`config.mk`:
```
export PLATFORM = sky130hd
export DESIGN_NAME = sort_ctrl_flat
export DESIGN_NICKNAME = d
export VERILOG_FILES = /design/src/rtl/sort_ctrl_if.sv /design/src/rtl/sort_ctrl.sv /design/src/flat_wrapper.sv
export SDC_FILE = /design/constraint.sdc
export NUM_CORES = 1
export LEC_CHECK = 0
export CORE_MARGIN = 3
export CORE_UTILIZATION = 61
export CTS_CLUSTER_DIAMETER = 30
export DETAILED_ROUTE_END_ITERATION = 10
export PLACE_DENSITY = 0.81
export SETUP_SLACK_MARGIN = 0.2
export SLEW_MARGIN = 10
export SYNTH_ARGS = -nofsm -noshare
export SYNTH_HDL_FRONTEND = slang
export SYNTH_SLANG_ARGS = --single-unit
```
`constraint.sdc`:
```
create_clock -name clk -period 4.82 [get_ports clk]
set_clock_uncertainty 0.2 [all_clocks]
set_input_delay 0.723 -clock clk [delete_from_list [all_inputs] [get_ports clk]]
set_output_delay 0.723 -clock clk [all_outputs]
set_load 0.03 [all_outputs]
```
`src/rtl/sort_ctrl_if.sv`:
```
// Load/drain stream bundle for sort_ctrl: valid/ready on both sides, out_last marks batch end.
interface sort_ctrl_if;
    logic       in_valid;
    logic       in_ready;
    logic [7:0] in_data;
    logic       out_valid;
    logic       out_ready;
    logic [7:0] out_data;
    logic       out_last;

    modport master (
        output in_valid, in_data, out_ready,
        input  in_ready, out_valid, out_data, out_last
    );

    modport slave (
        input  in_valid, in_data, out_ready,
        output in_ready, out_valid, out_data, out_last
    );
endinterface

```
`src/rtl/sort_ctrl.sv`:
```
// Batch bubble sorter: load DEPTH signed bytes, sort one compare/cycle, drain ascending; in stalls in SORT/DRAIN, out holds under out_ready=0.
// Latency DEPTH*(DEPTH-1)/2 sort cycles; define SORT_EARLY_EXIT_EN to stop after the first swap-free pass.
module sort_ctrl #(
    parameter int DEPTH = 8
) (
    input  logic        clk,
    input  logic        rst_n,
    sort_ctrl_if.slave  bus,
    output logic        busy,
    output logic [7:0]  sort_cycles
);

    localparam int IW = (DEPTH > 2) ? $clog2(DEPTH) : 1;
    localparam logic [IW-1:0] LAST_IDX  = IW'(DEPTH - 1);
    localparam logic [IW-1:0] LAST_PASS = IW'(DEPTH - 2);

    typedef enum logic [1:0] {
        LOAD  = 2'd0,
        SORT  = 2'd1,
        DRAIN = 2'd2
    } state_t;

    state_t state, state_nxt;

    logic signed [7:0] entry [DEPTH];
    logic [IW-1:0]     wr_idx;
    logic [IW-1:0]     rd_idx;
    logic [IW-1:0]     cmp_idx;
    logic [IW-1:0]     pass_idx;
    logic              pass_swapped;

    logic              in_rdy;
    logic              out_vld;
    logic              out_lst;
    logic              in_fire;
    logic              out_fire;
    logic              load_done;
    logic [IW-1:0]     cmp_nxt;
    logic signed [7:0] cmp_lo;
    logic signed [7:0] cmp_hi;
    logic              do_swap;
    logic              pass_end;
    logic              sort_done;

    assign cmp_nxt   = cmp_idx + 1'b1;
    assign cmp_lo    = entry[cmp_idx];
    assign cmp_hi    = entry[cmp_nxt];
    assign do_swap   = (state == SORT) && (cmp_hi < cmp_lo);
    assign pass_end  = (cmp_idx == (LAST_PASS - pass_idx));

`ifdef SORT_EARLY_EXIT_EN
    // A pass that moved nothing proves the batch is already ordered.
    assign sort_done = pass_end && ((pass_idx == LAST_PASS) || !(pass_swapped || do_swap));
`else
    assign sort_done = pass_end && (pass_idx == LAST_PASS);
`endif

    assign in_fire   = (state == LOAD) && bus.in_valid;
    assign out_fire  = (state == DRAIN) && bus.out_ready;
    assign load_done = in_fire && (wr_idx == LAST_IDX);

    always_ff @(posedge clk) begin
        if (!rst_n) begin
            state <= LOAD;
        end else begin
            state <= state_nxt;
        end
    end

    always_comb begin
        state_nxt = state;
        in_rdy    = 1'b0;
        out_vld   = 1'b0;
        out_lst   = 1'b0;
        busy      = 1'b0;
        case (state)
            LOAD: begin
                in_rdy = 1'b1;
                if (load_done) begin
                    state_nxt = SORT;
                end
            end
            SORT: begin
                busy = 1'b1;
                if (sort_done) begin
                    state_nxt = DRAIN;
                end
            end
            DRAIN: begin
                out_vld = 1'b1;
                out_lst = (rd_idx == LAST_IDX);
                if (bus.out_ready && out_lst) begin
                    state_nxt = LOAD;
                end
            end
            default: begin
                state_nxt = LOAD;
            end
        endcase
    end

    assign bus.in_ready  = in_rdy;
    assign bus.out_valid = out_vld;
    assign bus.out_last  = out_lst;
    // Entries are frozen during DRAIN, so a stalled output stays stable for free.
    assign bus.out_data  = entry[rd_idx];

    always_ff @(posedge clk) begin
        if (!rst_n) begin
            for (int k = 0; k < DEPTH; k++) begin
                entry[k] <= 8'sh00;
            end
            wr_idx       <= '0;
            rd_idx       <= '0;
            cmp_idx      <= '0;
            pass_idx     <= '0;
            pass_swapped <= 1'b0;
            sort_cycles  <= 8'd0;
        end else begin
            if (in_fire) begin
                entry[wr_idx] <= $signed(bus.in_data);
                wr_idx        <= (wr_idx == LAST_IDX) ? '0 : wr_idx + 1'b1;
            end

            if (load_done) begin
                sort_cycles  <= 8'd0;
                cmp_idx      <= '0;
                pass_idx     <= '0;
                pass_swapped <= 1'b0;
            end

            if (state == SORT) begin
                sort_cycles <= sort_cycles + 8'd1;
                if (do_swap) begin
                    entry[cmp_idx] <= cmp_hi;
                    entry[cmp_nxt] <= cmp_lo;
                end
                if (pass_end) begin
                    cmp_idx      <= '0;
                    pass_idx     <= pass_idx + 1'b1;
                    pass_swapped <= 1'b0;
                end else begin
                    cmp_idx      <= cmp_nxt;
                    pass_swapped <= pass_swapped | do_swap;
                end
            end

            if (out_fire) begin
                rd_idx <= (rd_idx == LAST_IDX) ? '0 : rd_idx + 1'b1;
            end
        end
    end

endmodule
```
`src/flat_wrapper.sv`:
```
// flat-port wrapper written by rule: the top's interface ports become plain ports
module sort_ctrl_flat 
#(
    parameter int DEPTH = 8
)
  (clk, rst_n, busy, sort_cycles, bus_in_valid, bus_in_data, bus_out_ready, bus_in_ready, bus_out_valid, bus_out_data, bus_out_last);
  sort_ctrl_if bus_i ();
  input  logic clk;
  input  logic rst_n;
  output logic busy;
  output logic [7:0] sort_cycles;
  input wire logic [$bits(bus_i.in_valid)-1:0] bus_in_valid;
  input wire logic [$bits(bus_i.in_data)-1:0] bus_in_data;
  input wire logic [$bits(bus_i.out_ready)-1:0] bus_out_ready;
  output wire logic [$bits(bus_i.in_ready)-1:0] bus_in_ready;
  output wire logic [$bits(bus_i.out_valid)-1:0] bus_out_valid;
  output wire logic [$bits(bus_i.out_data)-1:0] bus_out_data;
  output wire logic [$bits(bus_i.out_last)-1:0] bus_out_last;
  assign bus_i.in_valid = bus_in_valid;
  assign bus_i.in_data = bus_in_data;
  assign bus_i.out_ready = bus_out_ready;
  assign bus_in_ready = bus_i.in_ready;
  assign bus_out_valid = bus_i.out_valid;
  assign bus_out_data = bus_i.out_data;
  assign bus_out_last = bus_i.out_last;
  sort_ctrl #(.DEPTH(DEPTH)) u_core (.clk(clk), .rst_n(rst_n), .bus(bus_i), .busy(busy), .sort_cycles(sort_cycles));
endmodule
```
# After elaboration in Yosys (flattened, before gate mapping)

Memory sizes are Yosys's and may differ from the RTL's. A register that Yosys moved wholly into a read port is not among the register bits.
Cells that the tools add are included.

$add $sub $neg: 6
Multipliers: 0
Divide/modulo/power cells: 0
Order comparisons: 1
Equal/unequal tests: 9
Shift operators: 0
Muxes and demuxes: 39
Bitwise gates (word level): 0
Reductions and logical operators: 12

Operator list:

| cell                | number |
|---|---|
| $mux 3              | 15 |
| $mux 8              | 5 |
| $reduce_or 8->1     | 3 |
| $mux 1              | 15 |
| $add 3x1->3 const B | 4 |
| $eq 3x3->1 const B  | 3 |
| $add 8x1->8 const B | 1 |
| $lt 8x8->1          | 1 |
| $logic_and 1x1->1   | 6 |
| $mux 2              | 3 |
| $pmux 2 s3          | 1 |
| $ne 2x1->1 const B  | 2 |
| $eq 3x3->1          | 1 |
| $reduce_and 3->1    | 1 |
| $sub 3x3->3 const A | 1 |
| $eq 2x1->1 const B  | 1 |
| $eq 2x2->1 const B  | 1 |
| $logic_not 2->1     | 1 |
| $ne 2x2->1 const B  | 1 |
| $reduce_bool 2->1   | 1 |

Register bits: 22
Latch bits: 0
RAM bits: 64
ROM bits: 0
Input port bits: 12
Output and inout bits: 20
Word-level logic and storage cells: 74
Memories: 1

Memory list:

| name         | words | bits a word | read ports | clocked after Yosys merged registers in | write ports | RTL line        | source |
|---|---|---|---|---|---|---|---|
| u_core.entry | 8     | 8           | 3          | 2                                       | 8           | sort_ctrl.sv:25 | `logic signed [7:0] entry [DEPTH];` |

# Logic depth before layout (Yosys ltp)

Gate-level depths: netlist of the first run.
An unclocked memory read counts as a cell.

Word-level depth: 10
Gate-level depth with buffers: 14
Gate-level depth less buffers: 10

# Worst setup path before layout of the first run

No wires, ideal clock.

Path type: reg2reg
Start: register u_core.cmp_idx[0]
End: memory u_core.entry[0][0], enable pin
Library setup time: 0.326 ns
Arrival time: 3.660 ns
Data required time: 4.294 ns
Path slack: 0.634 ns
Stages on the path, launching flop included: 14
Path buffers: 3
Period minus slack after synthesis: 4.186 ns
Cells stage by stage: dfxtp_1 ha_1 buf_2 mux4_2 mux2i_1 inv_1 ha_1 a211o_1 o22ai_1 a31o_2 a21o_1 buf_4 buf_6 a211o_1

RTL lines:

| what                   | RTL line         | source |
|---|---|---|
| start, declared        | sort_ctrl.sv:28  | `logic [IW-1:0] cmp_idx;` |
| start signal, assigned | sort_ctrl.sv:143 | `cmp_idx <= cmp_nxt;` |
| end, declared          | sort_ctrl.sv:25  |  |

==> out/summary.txt, run 1 <==
RSZ-0062 raised after global routing: no
largest net degree at the start of global routing: 40
top-level port count: 32
drt pass-1 iters: 7
vias in the first global route: 5272
list of most frequent post-synthesis cells: edfxtp_1, o22ai_1, a22o_1, mux4_2, nand2_1
CTS clk-pin slew, worst paths: 0.09 ns
CP startpoint kind: register
Max FO, Critical Path: 15
WL met3: 2640 um
# fillers: 732
Routed WL: 19700 um
post-synth top area cell: edfxtp_1
FP Rows: 36
Most used DFF post-synth: edfxtp_1
synthesized-area fraction occupied by adder cells: 3.05%
Register-to-Register Path Depth: 11
CTS buffer count: 9
Hold Vio Cnt, Final: 0
Vias: 5393
synthesis-stage register bit count: 92
Core Util, Final: 70.8%
TritonCTS Sinks: 92
status: completed
Synth Area per Inst: 11.4 um2
post-DP HPWL: 13200 um
Leakage: 2.45 nW
relative slew slack: 30.0%
top-count cell post-synth: edfxtp_1
Worst Setup End Kind: register
Post-Synthesis Cells: 540
Comb power frac: 12.1%
chip width: 106 um
Worst Path Required: 4.63 ns
CP max stage delay: 0.57 ns
Die Y: 106 um
R2R Setup Slk: 0.41 ns
worst slack, placed: 0.550 ns
final setup vio count: 0
Clock Path Buffers: 2
CP Cell Sequence: ha_1, buf_4, mux4_2, mux2i_1, inv_1, ha_1, a211o_1, o22ai_1, a31o_2, a21o_1, a211o_1
Setup crit end: u_core.entry[6][3]
sequential area share after synthesis: 40.3%
Initial Util: 63.0%
register area: 2480 um2
area grow syn2layout: 12.5%
Worst-Skew Late Latency: 0.38 ns
worst slew pin tran: 1.04 ns
number of nets in the layout: 602
CP startpoint: u_core.cmp_idx[1]
Psw: 0.000426 W
n_diodes: 0
Pint: 0.00126 W
Syn Std Cell Area: 6150 um2
Iter 0 DRT Violations: 832
core box area: 9770 um2
WL met1: 6790 um
PostCTS Resize Cnt: 0
Clock power frac: 34.8%
met2 routed WL: 9010 um
# Post-CTS Setup Buffers: 0
largest family of logic cells by synthesized area: multiplexers
uppermost layer routed: met4
initial antenna violation count: 0
Sw Ratio: 25.2%
IO buf count: 31
share of layout cells above drive strength 1: 19.3%
largest cells by area after synthesis: edfxtp_1, mux4_2, dfxtp_1
share of power burned in registers: 53.1%
Antenna Nets Post-Route: 0
FF-to-FF End: u_core.entry[6][3]
proportion of synthesized area in mux cells: 21.3%
Async SR Flop Fraction: 0%
Routed WL per cell: 27.6 um
DRC viols: 0
area occupied by multi-input gates: 3440 um2
crit path DAT: 4.22 ns
Max rail drop VDD: 149 uV
Post-synth EDFFs: 64
WS Path Type: reg -> reg
routability-driven placement congestion ratio: 1.04
Final Max Tran Viols: 0
Worst path slowest cell: a211o_1
syn_nets: 567
TritonCTS clock tree: built
Hold Crit Class: reg -> reg
min setup slack post-route: 0.411 ns
simple-gate area share of the yosys netlist: 10.2%
first-pass GRT wire length: 29900 um
Total GRT Usage: 35.3%
clk root buf: clkbuf_8
XOR/XNOR Fraction of Synth Area: 1.08%
minimum clock period: 4.41 ns
final worst-path cycle share: 91.5%
hold_buf cts: 0
count of cell types in the netlist: 55
Ys Warns: 0
Synth Area in Compound Gates: 20.3%
drt via density: 7.56
maximum capacitance violations: 0
maximum clock frequency: 227 MHz
PwrDens: 244 nW/um2
top cell type's share of synthesized area: 31.2%
worst r2r src: u_core.cmp_idx[1]
die area: 11300 um2
grt ovf: 0
sum of negative setup slack: 0 ns
H-tree lvl count: 3
per-stage QoR:
step                      hold WS (ns)  power [W]  std cells  cell area [um2]
after floorplan                  0.254    0.00103        540             6150
after global placement           0.274    0.00111        697             6700
after detailed placement         0.291    0.00111        697             6700
after CTS                        0.306    0.00167        713             6920
after global routing             0.333    0.00172        713             6920
final                            0.307    0.00169        713             6920
registers in the layout (all words and copies together) (netlist names), named ones only:
signal	flops
u_core.cmp_idx	3
u_core.state	2
u_core.rd_idx	3
u_core.entry	64
u_core.pass_idx	3
u_core.sort_cycles	8
u_core.wr_idx	3
final cells by class:
class	count	share of cell area, %
Inverter	14	0.759
Tap cell	133	2.40
Clock inverter	3	0.578
Clock buffer	13	2.62
Sequential cell	92	35.9
Multi-Input combinational cell	394	49.7
Timing Repair Buffer	64	8.06
placed cells by master (no fill, tap or decap), types with 6 or more instances in the layout:
master,n
nor3_1,7
a211o_1,9
inv_1,11
a22oi_1,8
mux4_2,41
edfxtp_1,64
nand3_1,15
o221ai_1,6
buf_4,33
o21ai_0,6
nor2_1,25
a21oi_1,16
dfxtp_1,28
a22o_1,56
mux2_2,12
clkbuf_8,9
o22ai_1,57
ha_1,15
nand2_1,41
o21ai_1,7
clkdlybuf4s50_1,31
mux2i_1,25
layer usage:
| layer | track usage [%] | vias to the layer above |
|---|---|---|
| li1 | - | 2268 |
| met1 | 43.0 | 2506 |
| met2 | 57.1 | 487 |
| met3 | 11.0 | 132 |
| met4 | 17.4 | 0 |
| met5 | 0 | - |
worst max-delay path: cells and delay by family, from the launching register on:
kind | cells | cell delay, ns
AO/OA/AOI/OAI | 5 | 1.63
adder cells (fa/ha/maj) | 2 | 0.65
buffers and inverters | 2 | 0.38
flip-flops | 1 | 0.42
multiplexers | 2 | 0.75
logic make-up after synthesis:
| family | Yosys count |
|---|---|
| flip-flops | 92 |
| multiplexers | 78 |
| adder cells (fa/ha/maj) | 15 |
| AND/OR/NAND/NOR | 122 |
| buffers and inverters | 54 |
| XOR/XNOR | 6 |
| AO/OA/AOI/OAI | 173 |
power groups by stage:
stage | Combinational (W) | Sequential, W | Clock (W)
2_1_floorplan | 0.000128 | 0.000900 | 0
3_3_place_gp | 0.000194 | 0.000911 | 0
3_5_place_dp | 0.000198 | 0.000913 | 0
4_1_cts | 0.000199 | 0.000895 | 0.000580
5_1_grt | 0.000215 | 0.000899 | 0.000610
6_report | 0.000205 | 0.000897 | 0.000587
worst min-delay path by stage:
stage                                startpoint                    end  slack, ns  cells past startpoint
after floorplan                u_core.rd_idx[2]               register       0.25                      2
after global placement    u_core.sort_cycles[3]  u_core.sort_cycles[3]       0.27                      1
after detailed placement  u_core.sort_cycles[3]  u_core.sort_cycles[3]       0.29                      1
after CTS                    u_core.pass_idx[1]     u_core.pass_idx[1]       0.31                      2
after global routing         u_core.pass_idx[1]     u_core.pass_idx[1]       0.33                      2
final                          u_core.rd_idx[2]       u_core.rd_idx[2]       0.31                      2
Note: power is estimated with default switching activity, not from simulation.
==> run 2: changes to the inputs <==
--- a/config.mk
+++ b/config.mk
@@ -5,6 +5,7 @@
 export SDC_FILE = /design/constraint.sdc
 export NUM_CORES = 1
 export LEC_CHECK = 0
+export CAP_MARGIN = 20
 export CORE_MARGIN = 3
 export CORE_UTILIZATION = 61
 export CTS_CLUSTER_DIAMETER = 30
==> results of run 2 <==
Final layout, timing and power as in run 1 (identical DEF).
